`src/rtl/bram_fifo_ctrl_pkg.sv`:
```
// ---------------------------------------------------------------------------
// bram_fifo_ctrl_pkg
// Shared defaults for the BRAM-backed FIFO controller: default word width and
// depth, plus the rule for sizing the wrapping read/write pointers (one bit
// wider than the RAM address so full and empty can be told apart).
// No ports.
// ---------------------------------------------------------------------------
package bram_fifo_ctrl_pkg;

    localparam int DEF_NB_WORD_RAM = 66;
    localparam int DEF_RAM_DEPTH   = 16;

    // Pointer width: RAM address bits plus one wrap bit.
    function automatic int ptr_width(input int nb_addr);
        return nb_addr + 1;
    endfunction

endpackage : bram_fifo_ctrl_pkg

```
`src/rtl/fifo_ptr.sv`:
```
// ---------------------------------------------------------------------------
// fifo_ptr
// Wrapping binary counter used as a FIFO read or write pointer. Wraps
// naturally modulo 2^NB_PTR.
// Ports:
//   i_clock  clock
//   i_clear  synchronous clear to zero (priority over increment)
//   i_inc    increment enable
//   o_ptr    current pointer value
// ---------------------------------------------------------------------------
module fifo_ptr #(
    parameter int NB_PTR = 5
) (
    input  logic              i_clock,
    input  logic              i_clear,
    input  logic              i_inc,
    output logic [NB_PTR-1:0] o_ptr
);

    logic [NB_PTR-1:0] ptr_q;
    logic [NB_PTR-1:0] ptr_d;

    always_comb begin
        ptr_d = ptr_q;
        if (i_clear) begin
            ptr_d = '0;
        end else if (i_inc) begin
            ptr_d = ptr_q + NB_PTR'(1);
        end
    end

    always_ff @(posedge i_clock) begin
        ptr_q <= ptr_d;
    end

    assign o_ptr = ptr_q;

endmodule : fifo_ptr

```
`src/rtl/bram_fifo_ctrl.sv`:
```
// ---------------------------------------------------------------------------
// bram_fifo_ctrl
// Pointer/flag controller that runs an external simple dual-port RAM
// (registered, read-before-write output) as a synchronous FIFO.
// Ports:
//   i_clock, i_reset        clock, synchronous active-high reset
//   i_flush                 synchronous clear of pointers, level and flags
//   i_push, i_data          write request and word
//   i_pop                   read request
//   o_ram_write_enable/addr, o_ram_data   RAM write port (combinational)
//   o_ram_read_enable/addr                RAM read port (combinational)
//   i_ram_data              RAM registered read data
//   o_data, o_data_valid    read word (pass-through of i_ram_data) and valid
//   o_empty, o_full, o_almost_full, o_level   status
//   o_overflow, o_underflow sticky error flags
// ---------------------------------------------------------------------------
module bram_fifo_ctrl
    import bram_fifo_ctrl_pkg::*;
#(
    parameter int NB_WORD_RAM  = DEF_NB_WORD_RAM,
    parameter int RAM_DEPTH    = DEF_RAM_DEPTH,
    parameter int NB_ADDR_RAM  = $clog2(RAM_DEPTH),
    parameter int AF_THRESHOLD = RAM_DEPTH - 2
) (
    input  logic                   i_clock,
    input  logic                   i_reset,
    input  logic                   i_flush,
    input  logic                   i_push,
    input  logic [NB_WORD_RAM-1:0] i_data,
    input  logic                   i_pop,
    output logic                   o_ram_write_enable,
    output logic [NB_ADDR_RAM-1:0] o_ram_write_addr,
    output logic [NB_WORD_RAM-1:0] o_ram_data,
    output logic                   o_ram_read_enable,
    output logic [NB_ADDR_RAM-1:0] o_ram_read_addr,
    input  logic [NB_WORD_RAM-1:0] i_ram_data,
    output logic [NB_WORD_RAM-1:0] o_data,
    output logic                   o_data_valid,
    output logic                   o_empty,
    output logic                   o_full,
    output logic                   o_almost_full,
    output logic [NB_ADDR_RAM:0]   o_level,
    output logic                   o_overflow,
    output logic                   o_underflow
);

    localparam int NB_PTR = ptr_width(NB_ADDR_RAM);
    localparam int NB_LVL = NB_ADDR_RAM + 1;
    localparam logic [NB_LVL-1:0] AF_LEVEL = NB_LVL'(AF_THRESHOLD);

    logic [NB_PTR-1:0] wr_ptr;
    logic [NB_PTR-1:0] rd_ptr;
    logic              clear;
    logic              empty;
    logic              full;
    logic              push_ok;
    logic              pop_ok;

    logic [NB_LVL-1:0] level_q, level_d;
    logic              overflow_q, overflow_d;
    logic              underflow_q, underflow_d;
    logic              valid_q, valid_d;

    // Reset and flush act identically on all controller state.
    assign clear = i_reset | i_flush;

    assign empty = (wr_ptr == rd_ptr);
    assign full  = (wr_ptr[NB_PTR-1] != rd_ptr[NB_PTR-1]) &&
                   (wr_ptr[NB_ADDR_RAM-1:0] == rd_ptr[NB_ADDR_RAM-1:0]);

    // Accept decisions depend only on registered pointers; a push into a
    // full FIFO is allowed when a pop frees the head slot in the same cycle.
    assign pop_ok  = i_pop & ~empty & ~clear;
    assign push_ok = i_push & (~full | pop_ok) & ~clear;

    fifo_ptr #(.NB_PTR(NB_PTR)) u_wr_ptr (
        .i_clock (i_clock),
        .i_clear (clear),
        .i_inc   (push_ok),
        .o_ptr   (wr_ptr)
    );

    fifo_ptr #(.NB_PTR(NB_PTR)) u_rd_ptr (
        .i_clock (i_clock),
        .i_clear (clear),
        .i_inc   (pop_ok),
        .o_ptr   (rd_ptr)
    );

    always_comb begin
        level_d     = level_q;
        overflow_d  = overflow_q | (i_push & full & ~pop_ok);
        underflow_d = underflow_q | (i_pop & empty);
        valid_d     = pop_ok;
        case ({push_ok, pop_ok})
            2'b10:   level_d = level_q + NB_LVL'(1);
            2'b01:   level_d = level_q - NB_LVL'(1);
            default: level_d = level_q;
        endcase
        if (clear) begin
            level_d     = '0;
            overflow_d  = 1'b0;
            underflow_d = 1'b0;
            valid_d     = 1'b0;
        end
    end

    always_ff @(posedge i_clock) begin
        level_q     <= level_d;
        overflow_q  <= overflow_d;
        underflow_q <= underflow_d;
        valid_q     <= valid_d;
    end

    assign o_ram_write_enable = push_ok;
    assign o_ram_write_addr   = wr_ptr[NB_ADDR_RAM-1:0];
    assign o_ram_data         = i_data;
    assign o_ram_read_enable  = pop_ok;
    assign o_ram_read_addr    = rd_ptr[NB_ADDR_RAM-1:0];

    assign o_data        = i_ram_data;
    assign o_data_valid  = valid_q;
    assign o_empty       = empty;
    assign o_full        = full;
    assign o_level       = level_q;
    assign o_almost_full = (level_q >= AF_LEVEL);
    assign o_overflow    = overflow_q;
    assign o_underflow   = underflow_q;

endmodule : bram_fifo_ctrl
```
`config.mk`:
```
export PLATFORM = sky130hd
export DESIGN_NAME = bram_fifo_ctrl
export DESIGN_NICKNAME = d
export VERILOG_FILES = /design/src/rtl/bram_fifo_ctrl_pkg.sv /design/src/rtl/fifo_ptr.sv /design/src/rtl/bram_fifo_ctrl.sv
export SDC_FILE = /design/constraint.sdc
export NUM_CORES = 1
export LEC_CHECK = 0
export CORE_AREA = 2 2 112 114
export DETAILED_ROUTE_END_ITERATION = 10
export DIE_AREA = 0 0 114 116
export MAX_ROUTING_LAYER = met4
export PLACE_DENSITY = 0.69
export SETUP_SLACK_MARGIN = 0.15
export SKIP_CTS_REPAIR_TIMING = 1
export SLEW_MARGIN = 15
export SYNTH_ARGS = -nofsm -noshare
export SYNTH_HDL_FRONTEND = slang
export SYNTH_HIERARCHICAL = 1
export SYNTH_SLANG_ARGS = --single-unit
```
`constraint.sdc`:
```
create_clock -name i_clock -period 5.87 [get_ports i_clock]
set_input_delay 0.8805 -clock i_clock [delete_from_list [all_inputs] [get_ports i_clock]]
set_output_delay 0.8805 -clock i_clock [all_outputs]
set_load 0.05 [all_outputs]
```
==> results.py, run 1 <==
metrics = {
    "run_status": {
        "status": "complete, no violations",
    },
    "grt": {
        "grt_max_degree": 19,
        "grt_usage_pct": 5.976,
        "grt_pass1_vias": 1020,
        "antenna_found_initial": 0,
        "grt_pass1_wl_mm": 5.727,
        "grt_remaining_overflow": 0,
    },
    "final_layout": {
        "num_antenna_cells": 0,
        "layout.cells.non_filler": 281,
        "drive_gt1_share_pct": 11.94,
        "nNetsFinal": 279,
        "area_growth_pct": -24.43,
        "fin_area_um2": 1533,
    },
    "yosys": {
        "synth_top_area_share_pct": 48.86,
        "synth.area.top_cells": "buf_4 (49%), dfxtp_1 (18%), ha_1 (3.7%), nor2_1 (3.3%), xnor2_1 (3.0%)",
        "synth-seq-cells": 18,
        "synth_common_cells": "buf_4 (132), dfxtp_1 (18), nor2_1 (18)",
        "synth_area_um2": 2028,
        "syn_avg_cell_area_um2": 8.451,
        "synthArstFlopShare_pct": 0,
        "synth_flop_cell": "dfxtp_1",
        "syn_nets": 384,
        "yosysTopAreaCell": "buf_4",
        "synth_edf_count": 0,
        "synth_cell_types": 33,
        "ys_seq_area_share_pct": 17.77,
        "ys.warnings.count": 6,
        "yosys.cell_count.top_type": "buf_4",
        "synthesis.instances": 240,
    },
    "critical_path": {
        "path_cells": "clkdlybuf4s50_1 -> nor2_8 -> nand2_1 -> nor2_1 -> clkdlybuf4s50_1",
        "cpMaxStageDelayCell": "clkdlybuf4s50_1",
        "cp_max_fo": 9,
        "worst_path_largest_cell_delay_ns": 0.95,
        "worst-setup-path-type": "in -> out",
        "worst_setup_path_end_kind": "output pin",
        "cp-start-kind": "primary input",
        "crit_family": "buffers and inverters",
        "required_ns": 4.99,
        "cp_num_buf_inv": 2,
        "crit_arrival_ns": 3.20,
        "crit_top_cell": "clkdlybuf4s50_1",
    },
    "detailed_routing": {
        "drt_pass1_iterations": 4,
        "num_vias": 975,
        "wl_per_cell_um": 14.01,
        "viasPerCell": 3.470,
        "ant_nets": 0,
        "initialDrtViolationCount": 45,
        "drt-total-wl_mm": 3.937,
        "drc_errors": 0,
    },
    "clock_tree": {
        "cts.path.max_buffers": 2,
        "cts_buffers": 3,
        "clock_latency_ns": 0.25,
        "root_buffer": "clkbuf_16",
        "cts_tree": "done",
        "clk_pin_slew_ns": 0.05,
        "htree_num_levels": 1,
        "cts_num_sinks": 18,
    },
    "timing": {
        "setup_viol": 0,
        "relSlewSlack_pct": 57.15,
        "worstMarginPinSlew_ns": 0.6403,
        "hold_ws_ns": 0.4501,
        "finalHoldViolCount": 0,
        "slew_violations": 0,
        "finalSetupTns_ns": 0,
        "max_freq_mhz": 245.1,
        "period_share_pct": 69.50,
        "rsz0062_at_grt": "no",
        "finClkSkew_ns": 0.002572,
        "fin_crit_ns": 4.080,
    },
    "power_and_ir_drop": {
        "ir_drop_mv": 0.09517,
        "comb_power_share_pct": 7.4,
        "p_sw_share_pct": 21.25,
        "cellLeakagePower_nw": 0.5750,
        "p_sw_mw": 0.06331,
        "p_per_area_nw_per_um2": 194.4,
        "p_int_mw": 0.2346,
        "seqPwrFrac_pct": 41.6,
        "power_mw": 0.2979,
        "clkPwrFrac_pct": 51.0,
    },
    "placed_design": {
        "place_hpwl_mm": 3.192,
        "dp.cells": 277,
        "gp_congestion": 0.6939,
        "port_buffers": 25,
        "place_area_um2": 1444,
    },
    "job": {
        "drv_cap": 0,
    },
    "die": {
        "io_pins": 290,
        "rows": 40,
        "die_w_um": 114,
        "core_um2": 11910,
        "die-area_um2": 13220,
        "start_util_pct": 17.03,
        "die_h_um": 116,
    },
    "min_path": {
        "hp-class": "reg -> reg",
    },
}
power by group through the flow:
stage / registers [mW] / logic (mW) / clock network (mW)
after floorplan: 0.129 / 0.253 / 0
after global placement: 0.127 / 0.0220 / 0
after detailed placement: 0.127 / 0.0222 / 0
after CTS: 0.124 / 0.0223 / 0.157
after global routing: 0.124 / 0.0240 / 0.163
final: 0.124 / 0.0220 / 0.152
worst register-to-register path, stage by stage, from the launching register on:
cell	delay, ns
dfxtp_1	0.47
xnor2_1	0.11
nand4_1	0.16
nor2_1	0.10
nor2_1	0.52
ha_1	0.39
inv_1	0.11
fa_1	0.39
nor2b_1	0.16
o22ai_1	0.12
mux2i_1	0.21
mux2i_1	0.19
final timing paths:
path                          start           endpoint  slack (ns)  depth (start not counted)
setup / recovery            i_flush  o_ram_read_enable        1.79                          5
hold / removal           o_overflow         o_overflow        0.45                          2
setup reg to reg  u_rd_ptr/o_ptr[2]         o_level[4]        2.85                         11
hold reg to reg          o_overflow         o_overflow        0.45                          2
per-stage QoR:
step	utilization [%]	setup slack (ns)
after CTS	12.87	1.731
after global routing	12.87	1.629
final	12.87	1.790
after floorplan	-	2.142
after global placement	12.12	1.811
after detailed placement	12.12	1.734
flip-flops by register name, indices dropped and copies added, names as in the netlist:
register        count
o_overflow          1
o_level             5
u_rd_ptr/o_ptr      5
u_wr_ptr/o_ptr      5
o_data_valid        1
o_underflow         1
per-layer routing:
metal,up-vias,global-route usage [%],routed length [um]
met3,38,5.596,840
met4,0,5.447,290
met5,-,-,0
li1,422,-,-
met1,448,4.820,1176
met2,67,7.976,1629
final cells by class:
class / count / area [um2]
Timing Repair Buffer: 25 / 250.2
Sequential cell: 18 / 360.3
Fill cell: 1352 / 10380
Multi-Input combinational cell: 83 / 631.9
Inverter: 4 / 17.52
Tap cell: 147 / 183.9
Clock buffer: 4 / 88.84
layout by cell type, fill, tap and decap left out, drive strengths merged, types with 2 or more instances in the layout:
master / instances
or3: 2
dfxtp: 18
nand2: 5
nand3b: 2
inv: 4
nor2: 19
nor2b: 7
xnor2: 7
mux2: 4
ha: 6
a21bo: 2
clkdlybuf4s50: 25
nand4: 5
xor2: 2
nand3: 3
a21oi: 5
mux2i: 4
clkbuf: 4
kinds of logic after synthesis:
group                    synth area share (%)
buffers and inverters                   51.08
XOR/XNOR                                3.887
adder cells (fa/ha/maj)                 4.688
flip-flops                              17.77
multiplexers                            4.935
AO/OA/AOI/OAI                           3.948
AND/OR/NAND/NOR                         13.70
Note: power is estimated with default switching activity, not from simulation.
==> run 2: changes to the inputs <==
- PLACE_DENSITY: 0.69 -> 0.71
- clock period: 5.87 -> 3.7 ns (I/O delays scaled with it)
==> results.py, run 2 (synthesis results as in run 1) <==
metrics = {
    "min_path": {
        "min_path_cells": 2,
        "hp-class": "reg -> reg",
    },
    "detailed_routing": {
        "wl_per_cell_um": 13.40,
        "viasPerCell": 3.588,
        "ant_nets": 0,
        "initialDrtViolationCount": 25,
        "drc_errors": 0,
        "drt_pass1_iterations": 3,
        "drt-total-wl_mm": 3.806,
        "num_vias": 1019,
    },
    "timing": {
        "finalSetupTns_ns": 0,
        "max_freq_mhz": 346.2,
        "finalHoldViolCount": 0,
        "setup_viol": 0,
        "worstMarginPinSlew_ns": 0.5294,
        "fin_crit_ns": 2.889,
        "slew_violations": 0,
        "finalWorstSetupSlack_ns": 0.8113,
        "period_share_pct": 78.07,
        "finClkSkew_ns": 0.004795,
        "rsz0062_at_grt": "no",
        "relSlewSlack_pct": 64.60,
    },
    "die": {
        "die_h_um": 116,
        "rows": 40,
        "start_util_pct": 17.03,
        "die-area_um2": 13220,
        "io_pins": 290,
        "die_w_um": 114,
        "core_um2": 11910,
    },
    "final_layout": {
        "final_common_cell": "clkdlybuf4s50_1",
        "multi_input_area_um2": 634.4,
        "drive_gt1_share_pct": 15.44,
        "layout_common_cells": "clkdlybuf4s50_1 (23), dfxtp_1 (18), nor2_1 (17)",
        "fill_cells": 1356,
        "area_growth_pct": -23.69,
        "seq_area_um2": 360.3,
        "nNetsFinal": 281,
    },
    "power_and_ir_drop": {
        "ir_drop_mv": 0.1708,
        "p_per_area_nw_per_um2": 305.0,
        "cellLeakagePower_nw": 0.5905,
    },
    "critical_path": {
        "required_ns": 3.88,
        "worst_setup_path_end_kind": "flip-flop",
        "cpMaxStageDelayCell": "dfxtp_1",
        "worst_path_largest_cell_delay_ns": 0.45,
        "crit_top_cell": "mux2i_1",
        "path_cells": "xnor2_1 -> nand4_1 -> or3_1 -> nand3_1 -> ha_1 -> inv_1 -> fa_1 -> nor2b_1 -> o22ai_1 -> mux2i_1 -> mux2i_1",
        "cp-start-kind": "flip-flop",
        "cp_max_fo": 6,
        "crit_arrival_ns": 3.07,
        "reg2reg_depth": 11,
        "worst-setup-path-type": "reg -> reg",
    },
    "grt": {
        "grt_usage_pct": 5.761,
        "antenna_found_initial": 1,
        "grt_pass1_vias": 1030,
        "grt_pass1_wl_mm": 5.616,
        "grt_max_degree": 19,
        "grt_remaining_overflow": 0,
    },
    "placed_design": {
        "port_buffers": 25,
        "gp_congestion": 0.8420,
        "place_hpwl_mm": 3.057,
        "pre_cts_ws_ns": 0.6210,
    },
    "clock_tree": {
        "cts_tree": "done",
        "root_buffer": "clkbuf_16",
        "htree_num_levels": 1,
        "clk_pin_slew_ns": 0.06,
        "cts_buffers": 3,
        "cts.path.max_buffers": 2,
        "clock_latency_ns": 0.25,
        "cts_num_sinks": 18,
    },
    "job": {
        "drv_cap": 0,
    },
    "run_status": {
        "status": "complete, no violations",
    },
}
run 2: cell count changes in the layout (fill, tap and decap cells not counted), sizes merged:
cell	delta
clkdlybuf4s50	-2
buf	+4
diode	+1
run 2: power by group:
group	total (mW)	switching, mW	internal, mW
combinational	0.0356	0.0228	0.0129
clock	0.240	0.0750	0.165
sequential	0.197	0.00161	0.195
total	0.472	0.0994	0.373
run 2: cell type report:
class,instances,share of cell area (%)
multi-input combinational,83,40.99
sequential,18,23.28
timing repair buffer,27,16.81
tap,147,11.88
clock buffer,4,5.740
inverter,4,1.132
antenna,1,0.1617
run 2: final timing paths:
| path | slack, ns | start | end |
|---|---|---|---|
| worst min register to register | 0.48 | o_overflow | o_overflow |
| worst max register to register | 0.81 | u_rd_ptr/o_ptr[2] | o_level[4] |
| worst min-delay path | 0.48 | o_overflow | o_overflow |
| worst max-delay path | 0.81 | u_rd_ptr/o_ptr[2] | o_level[4] |
run 2: routing by layer:
metal / vias up / track usage [%] / routed length, um
li1: 432 / - / -
met1: 446 / 5.673 / 1428
met2: 83 / 7.500 / 1530
met3: 58 / 3.400 / 523
met4: 0 / 6.098 / 323
met5: - / - / 0
run 2: worst max-delay path: cells and delay by family, from the launching register on:
| kind | cells | cell delay, ns |
|---|---|---|
| and+or+nand+nor | 4 | 0.93 |
| adders and majority gates | 2 | 0.66 |
| DFF | 1 | 0.45 |
| muxes | 2 | 0.39 |
| xor gates and xnor gates | 1 | 0.15 |
| AOI/OAI and AO/OA | 1 | 0.12 |
| buffers and inverters | 1 | 0.11 |
run 2: through the flow:
step,std cells,hold WS (ns),area (um2),power [mW],utilization (%)
6_report,284,0.4750,1548,0.4721,12.99
3_3_place_gp,279,0.4509,1456,0.2361,12.23
3_5_place_dp,279,0.4498,1456,0.2367,12.23
4_1_cts,283,0.4625,1545,0.4806,12.97
2_1_floorplan,240,0.5793,2031,0.6071,-
5_1_grt,284,0.4958,1548,0.4922,12.99
==> RTL edit (config.mk and constraints of run 2) <==
Register the output `o_underflow` once more, without a reset; this adds one clock of latency there. The other outputs are not delayed to match.
--- a/src/rtl/bram_fifo_ctrl.sv
+++ b/src/rtl/bram_fifo_ctrl.sv
@@ -126,5 +126,7 @@
     assign o_almost_full = (level_q >= AF_LEVEL);
     assign o_overflow    = overflow_q;
-    assign o_underflow   = underflow_q;
+    always_ff @(posedge i_clock) begin
+        o_underflow <= underflow_q;
+    end
 
 endmodule : bram_fifo_ctrl
Behaviour: not the same (Yosys sat finds a counterexample within 4 cycles, from zero or initial values).
==> RTL edit against run 2 <==
Critical endpoint is now o_ram_read_enable. Cell area grew 0.89%. Clock skew shrank 0.0032 ns. Wire length shrank 7.9%. Non-clock buffer count unchanged. Sequential cell count is 1 higher. Critical path depth shrank 6. Worst setup slack worse by 0.11 ns. Clock power fell by 9.2%. Synthesized area is 0.99% higher. Total power decreased by 2.3%. Largest power group unchanged. Combinational power decreased by 1%. Via count fell by 2.2%. Register-to-register slack better by 0.03 ns.
==> RTL edit: results (changes against run 2) <==
status: "complete, no violations"
crit_arrival_ns: 2.44  # -0.63 ns
avgSynthCellArea_sq_um: 8.50  # +0.57%
seqPwrFrac: 0.452  # +0.035
first_pass_iters: 4  # +1
syn-num-nets: 385  # +0.26%
slowest_delay_ns: 0.84  # +0.39 ns
diodes: 0  # -1
nets: 282  # +0.36%
grt_pass1_wl_mm: 5.22  # -7.1%
synth.top_cells.by_count: "132 x buf_4, 19 x dfxtp_1, 18 x nor2_1, 7 x nor2b_1, 7 x xnor2_1"
p_int_w: 0.000364  # -2.2%
pre_cts_slack_ns: 0.556  # -0.0655 ns
p_total_w: 0.000461  # -2.3%
placed_cell_area_sq_um: 1480  # +1.7%
synth.area.top_cells: "buf_4 48%, dfxtp_1 19%, ha_1 3.7%, nor2_1 3.3%, xnor2_1 3.0%"
power.share.clock: 0.472  # -0.035
route.met3.wl_microns: 420  # -20%
gp_congestion: 0.822  # -2.4%
grtUsageMet1: 0.0470  # -0.00971
nFillCells: 1364  # +0.59%
synthMuxAreaShare: 0.0489  # -0.000482
cp_top_family: "buffers and inverters"
via_per_inst: 3.51  # -2.2%
worst-path-max-fanout: 9  # +3
power_leakage_nw: 0.592  # +0.19%
slowest_stage: "clkdlybuf4s50_1"
grt_usage: 0.0520  # -0.00564
grt_antenna_before_repair: 0  # -1
use_met2: 0.0778  # +0.00278
drtIter0Drc: 58  # +130%
-- RTL edit: changes by cell type after synthesis --
cell     before  now
dfxtp_1      18   19
-- RTL edit: worst paths after layout --
kind / from / endpoint / slack, ns / cells after the start
max: i_flush / o_ram_read_enable / 0.71 / 5
min: underflow_q$_SDFF_PP0_ / o_underflow$_DFF_P_ / 0.36 / 0
max reg2reg: u_rd_ptr/o_ptr[2]$_SDFFE_PP0P_ / o_level[4]$_SDFFE_PP0P_ / 0.84 / 11
min reg2reg: underflow_q$_SDFF_PP0_ / o_underflow$_DFF_P_ / 0.36 / 0
-- RTL edit: cell type report --
| cell class | count | area, sq um | share of cell area |
|---|---|---|---|
| flip-flops and latches | 19 | 380 | 0.244 |
| inverters | 4 | 17.5 | 0.0112 |
| clock inverters | 1 | 5.00 | 0.00321 |
| multi-input cells | 83 | 634 | 0.406 |
| repair buffers | 27 | 265 | 0.170 |
| well taps | 147 | 184 | 0.118 |
| clock buffers | 3 | 75.1 | 0.0481 |
